==> src/rtl/spm_pkg.sv <==
// Shared types and helpers for the serial-parallel multiplier.
package spm_pkg;

    localparam int SPM_MAX_WIDTH = 64;

    typedef enum logic [1:0] {
        IDLE,
        RUN,
        DONE
    } spm_state_e;

    // Bit-counter width, sized to count 0..2*width-1.
    function automatic int spm_cnt_w(input int width);
        return $clog2(2 * width);
    endfunction

endpackage

==> src/rtl/spm_csa_cell.sv <==
// One carry-save adder cell: adds its partial product, the sum of the next
// cell up and its own stored carry.
module spm_csa_cell (
    input  logic clk,
    input  logic clr,
    input  logic en,
    input  logic restart,
    input  logic x_bit,
    input  logic y_bit,
    input  logic s_in,
    output logic sum
);

    logic carry;
    logic pp;

    assign pp = x_bit & y_bit;

    // NOTE: sequential state uses non-blocking assignments so every cell samples
    // its neighbour's old sum, which is what turns the chain into a shift.
    always_ff @(posedge clk) begin
        if (clr) begin
            sum   <= 1'b0;
            carry <= 1'b0;
        end else if (en) begin
            if (restart) begin
                // First step of a new operation: the chain is treated as empty.
                sum   <= pp;
                carry <= 1'b0;
            end else begin
                sum   <= pp ^ s_in ^ carry;
                carry <= (pp & s_in) | (pp & carry) | (s_in & carry);
            end
        end
    end

endmodule

==> src/rtl/spm_serial_mul.sv <==
// Serial-parallel multiplier with valid/ready handshakes: x in parallel, y one
// bit per cycle LSB first, product emitted serially and collected in parallel.
module spm_serial_mul
    import spm_pkg::*;
#(
    parameter int WIDTH  = 32,
    parameter int SIGNED = 0
) (
    input  logic                 clk,
    input  logic                 rst,
    input  logic                 in_valid,
    output logic                 in_ready,
    input  logic [WIDTH-1:0]     x,
    input  logic [WIDTH-1:0]     y,
    output logic                 p,
    output logic                 p_valid,
    output logic                 out_valid,
    input  logic                 out_ready,
    output logic [2*WIDTH-1:0]   product,
    output logic                 busy
);

    localparam int N  = WIDTH + ((SIGNED != 0) ? 1 : 0);
    localparam int PW = 2 * WIDTH;
    localparam int CW = spm_cnt_w(WIDTH);
    localparam logic [CW-1:0] LAST = CW'(PW - 1);

    if (WIDTH < 2 || WIDTH > SPM_MAX_WIDTH) begin : g_bad_width
        $error("spm_serial_mul: WIDTH out of range");
    end

    spm_state_e        state, state_nxt;
    logic [CW-1:0]     cnt;
    logic [N-1:0]      x_q, x_ext, x_op, cell_sum, s_chain;
    logic [WIDTH-1:0]  y_sh;
    logic              in_hs, out_hs, chain_en, y_bit, y_fill, run_fill;

    assign in_hs    = in_valid & in_ready;
    assign out_hs   = out_valid & out_ready;
    assign y_fill   = (SIGNED != 0) ? y[WIDTH-1] : 1'b0;
    assign run_fill = (SIGNED != 0) ? y_sh[WIDTH-1] : 1'b0;

    // Step 0 runs on the handshake edge straight from the ports, so bit k of
    // the result sits in cell 0 during RUN cycle k.
    assign y_bit    = in_hs ? y[0] : y_sh[0];
    assign x_op     = in_hs ? x_ext : x_q;
    assign chain_en = in_hs | ((state == RUN) && (cnt != LAST));
    assign p        = cell_sum[0];

    if (SIGNED != 0) begin : g_sext
        assign x_ext = {x[WIDTH-1], x};
    end else begin : g_zext
        assign x_ext = x;
    end

    for (genvar i = 0; i < N; i++) begin : g_cell
        if (i == N - 1) begin : g_top
            // Signed mode sign-extends the top sum on every right shift.
            assign s_chain[i] = (SIGNED != 0) ? cell_sum[i] : 1'b0;
        end else begin : g_mid
            assign s_chain[i] = cell_sum[i+1];
        end

        spm_csa_cell u_cell (
            .clk     (clk),
            .clr     (rst),
            .en      (chain_en),
            .restart (in_hs),
            .x_bit   (x_op[i]),
            .y_bit   (y_bit),
            .s_in    (s_chain[i]),
            .sum     (cell_sum[i])
        );
    end

    always_ff @(posedge clk) begin
        if (rst) state <= IDLE;
        else     state <= state_nxt;
    end

    // NOTE: the next-state default is assigned first so no path leaves it
    // unassigned, which would otherwise infer a latch.
    always_comb begin
        state_nxt = state;
        case (state)
            IDLE: if (in_hs) state_nxt = RUN;
            RUN:  if (cnt == LAST) state_nxt = DONE;
            DONE: if (out_hs) state_nxt = in_hs ? RUN : IDLE;
            default: state_nxt = IDLE;
        endcase
    end

    always_comb begin
        in_ready  = (state == IDLE) || ((state == DONE) && out_ready);
        out_valid = (state == DONE);
        busy      = (state != IDLE);
    end

    always_ff @(posedge clk) begin
        if (rst) begin
            cnt     <= '0;
            x_q     <= '0;
            y_sh    <= '0;
            product <= '0;
            p_valid <= 1'b0;
        end else begin
            p_valid <= (state_nxt == RUN);
            if (in_hs) begin
                cnt     <= '0;
                x_q     <= x_ext;
                y_sh    <= {y_fill, y[WIDTH-1:1]};
                product <= '0;
            end else if (state == RUN) begin
                if (cnt != LAST) cnt <= cnt + 1'b1;
                y_sh    <= {run_fill, y_sh[WIDTH-1:1]};
                product <= {p, product[PW-1:1]};
            end
        end
    end

endmodule

==> config.mk <==
export PLATFORM = sky130hd
export DESIGN_NAME = spm_serial_mul
export DESIGN_NICKNAME = d
export VERILOG_FILES = /design/src/rtl/spm_pkg.sv /design/src/rtl/spm_csa_cell.sv /design/src/rtl/spm_serial_mul.sv
export SDC_FILE = /design/constraint.sdc
export NUM_CORES = 1
export LEC_CHECK = 0
export CAP_MARGIN = 40
export CELL_PAD_IN_SITES_DETAIL_PLACEMENT = 1
export CELL_PAD_IN_SITES_GLOBAL_PLACEMENT = 2
export CORE_AREA = 3 3 176 143
export CTS_BUF_LIST = sky130_fd_sc_hd__clkbuf_16
export DETAILED_ROUTE_END_ITERATION = 12
export DIE_AREA = 0 0 179 146
export PLACE_DENSITY_LB_ADDON = 0.1
export SLEW_MARGIN = 10
export SYNTH_ARGS = -nofsm -noshare
export SYNTH_HDL_FRONTEND = slang
export SYNTH_SLANG_ARGS = --single-unit
==> constraint.sdc <==
create_clock -name clk -period 6.2 [get_ports clk]
set_input_delay 0.93 -clock clk [delete_from_list [all_inputs] [get_ports clk]]
set_output_delay 0.93 -clock clk [all_outputs]
set_load 0.005 [all_outputs]
==> results.ini <==
[sta]
period_share_pct=58.9
fin_ws_ns=2.55
setup-tns-final_ns=0
min_period_ns=3.65
maxSlewHeadroom_pct=43.9
clock.fmax_mhz=274
worstMarginPinSlew_ns=0.842
rsz0062_at_grt=no
slew_violations=0
whs_ns=0.455
setup_viol=0
hold_viol=0
clock_skew_ns=0.0143

[grt]
grt_pass1_wl_mm=35.5
track_usage_pct=16.9
antenna_found_initial=0
grt_overflow=0
grt_max_degree=67
grt_pass1_vias=6633

[routing]
drt_wl_total_mm=21.7
via_per_inst=4.87
drt_iter0_drc=319
dr_total_vias=6418
wl_per_cell_um=16.4
drc=0
dr.pass1.iters=4
postRouteAntennaNets=0

[setup_path]
endpoint_kind=flip-flop
r2r_end=g_cell[20].u_cell.sum$_SDFFE_PP0P_
start_kind=input port
cp_max_fo=23
r2r_cells=8
critical_path_class=input port to flip-flop
worstPathRequired_ns=6.51
rr_startpoint=state[1]$_SDFF_PP0_
r2r_slack_ns=3.06
cp_data_arrival_time_ns=3.97

[cells_and_area]
seqCellArea_mm2=0.00400
multi_input_area_mm2=0.00365
finalNetCount=1096
fillCellCount=2690
final_layout_size_suffix_gt1_share_pct=8.65
area_growth_pct=26.4
insertedDiodeCount=0

[synthesis]
ys_ff_latch=200
ys_types=42
syn-instance-count=895
synth_largest_area_cell=dfxtp_1
async_reset_ff_share_pct=0
avgSynthCellArea_um2=9.15
synth_ff_type=dfxtp_1
synth-seq-area-share_pct=48.9
synth_top_area_share_pct=48.9
syn_area_mm2=0.00819
synth_area_leaders=dfxtp_1, fa_1, nand2_1
yosys-top-cells-count=dfxtp_1, nand2_1, a21oi_1, nor2_1, inv_1
synth_edf_count=0
yosysWarningCount=0
synth_fp_nets=996
yosysMostFrequentCell=dfxtp_1

[clock_tree]
cts.path.max_buffers=2
cts_hold_buf=0
clk_pin_slew_ns=0.07
post_cts_buffers=0
cts_max_level=4
cts.sinks=200
root_buffer=clkbuf_16
clock_latency_ns=0.43
cts_tree=yes
numCtsBuffers=17
cts_resized=0

[hold_path]
worstHoldStart=y_sh[2]$_SDFFE_PP0P_
hold_class=flip-flop to flip-flop
worstHoldEndpoint=y_sh[2]$_SDFFE_PP0P_
hold_depth=2

[pwr]
pwr-share-clk_pct=40.0
swShare_pct=26.5
p_comb_share_pct=10.7
p_sw_mw=0.725
peakVddDrop_mv=0.194
finalPower_mw=2.74
powerDensity_mw_per_mm2=265
pwr-share-seq_pct=49.3
p_int_mw=2.01
power_leakage_nw=3.40

[floorplanning]
die_h_um=146
core_area_mm2=0.0235
die_area_mm2=0.0261
initial_core_util_pct=34.9
num_rows=50
ios=137
die_w_um=179

[run]
drv_cap=0

[placed_design]
place_congestion=0.728
dp_hpwl_mm=13.6
place_ws_ns=2.09
numPortBuffers=136

[outcome]
status=finished clean

-- critical path, stage by stage --
cell,delay [ns]
clkdlybuf4s50_1,0.45
nand2b_1,0.26
nand2_2,0.54
buf_4,0.44
mux2i_1,0.15
or2_2,0.31
fa_1,0.55
nor2_1,0.05
a221o_1,0.27
-- routing by layer --
| layer | vias up | global-route usage (%) | part of all wire (%) |
|---|---|---|---|
| met2 | 103 | 26.8 | 46 |
| met4 | 0 | 3.43 | 0.80 |
| li1 | 3199 | - | - |
| met3 | 13 | 3.55 | 4.3 |
| met1 | 3103 | 23.7 | 49 |
| met5 | - | 0 | 0 |
-- layout make-up --
class,instances,area share [%]
clock inverters,13,1.34
flip-flops and latches,200,38.7
repair buffers,149,14.4
inverters,64,2.32
multi-input cells,563,35.3
well taps,312,3.77
clock buffers,17,4.11
-- power groups by stage --
stage / sequential (mW) / combinational [mW] / clock [mW]
global placement: 1.38 / 0.290 / 0
detailed placement: 1.38 / 0.299 / 0
finish: 1.35 / 0.294 / 1.10
CTS: 1.35 / 0.301 / 1.14
global route: 1.36 / 0.328 / 1.19
floorplan: 1.37 / 0.183 / 0
-- cell usage in the layout (no fill, tap or decap), types with 9 or more instances in the layout --
| cell | netlist | final |
|---|---|---|
| dfxtp_1 | 200 | 200 |
| a21oi_1 | 102 | 101 |
| fa_1 | 31 | 31 |
| clkdlybuf4s50_1 | 0 | 135 |
| a221o_1 | 32 | 32 |
| buf_4 | 1 | 11 |
| clkbuf_16 | 0 | 17 |
| or2_2 | 32 | 32 |
| a22oi_1 | 30 | 30 |
| o31ai_1 | 9 | 9 |
| inv_1 | 64 | 64 |
| nand3_1 | 12 | 12 |
| o32ai_1 | 22 | 22 |
| nor2_1 | 67 | 67 |
| nand2_1 | 165 | 165 |
| mux2i_1 | 33 | 32 |
-- how the worst max path moves through the flow --
stage	to	slack (ns)	cells after the start	startpoint
6_report	g_cell[20].u_cell.sum$_SDFFE_PP0P_	2.55	9	out_ready
5_1_grt	g_cell[30].u_cell.sum$_SDFFE_PP0P_	2.39	9	out_ready
4_1_cts	g_cell[20].u_cell.sum$_SDFFE_PP0P_	2.54	9	in_valid
3_5_place_dp	g_cell[20].u_cell.sum$_SDFFE_PP0P_	2.09	9	in_valid
3_3_place_gp	g_cell[12].u_cell.sum$_SDFFE_PP0P_	2.12	8	out_ready
2_1_floorplan	g_cell[9].u_cell.sum$_SDFFE_PP0P_	3.20	10	out_ready
-- flip-flops by register name, indices dropped and copies added, names as in the netlist --
name                 count
product                 64
g_cell.u_cell.carry     32
g_cell.u_cell.sum       32
x_q                     32
y_sh                    31
cnt                      6
state                    2
p_valid                  1
-- cell families (layout without fill, tap and decap cells) --
group                    after synthesis  in the layout  share of synthesized area [%]
buffers and inverters                132            243                           6.86
adder cells (fa/ha/maj)               33             33                           7.89
flip-flops                           200            200                           48.9
multiplexers                          33             33                           4.03
AO/OA/AOI/OAI                        203            203                           16.9
XOR/XNOR                               2              2                          0.214
AND/OR/NAND/NOR                      292            292                           15.2
-- through the flow --
stage	instance area, um2	instances	utilization (%)
after global placement	9730	1286	41.5
after CTS	10300	1318	44.1
final	10300	1318	44.1
after floorplan	8190	895	-
after detailed placement	9780	1288	41.7
after global routing	10300	1318	44.1
Power figures use the tool's default switching activity.
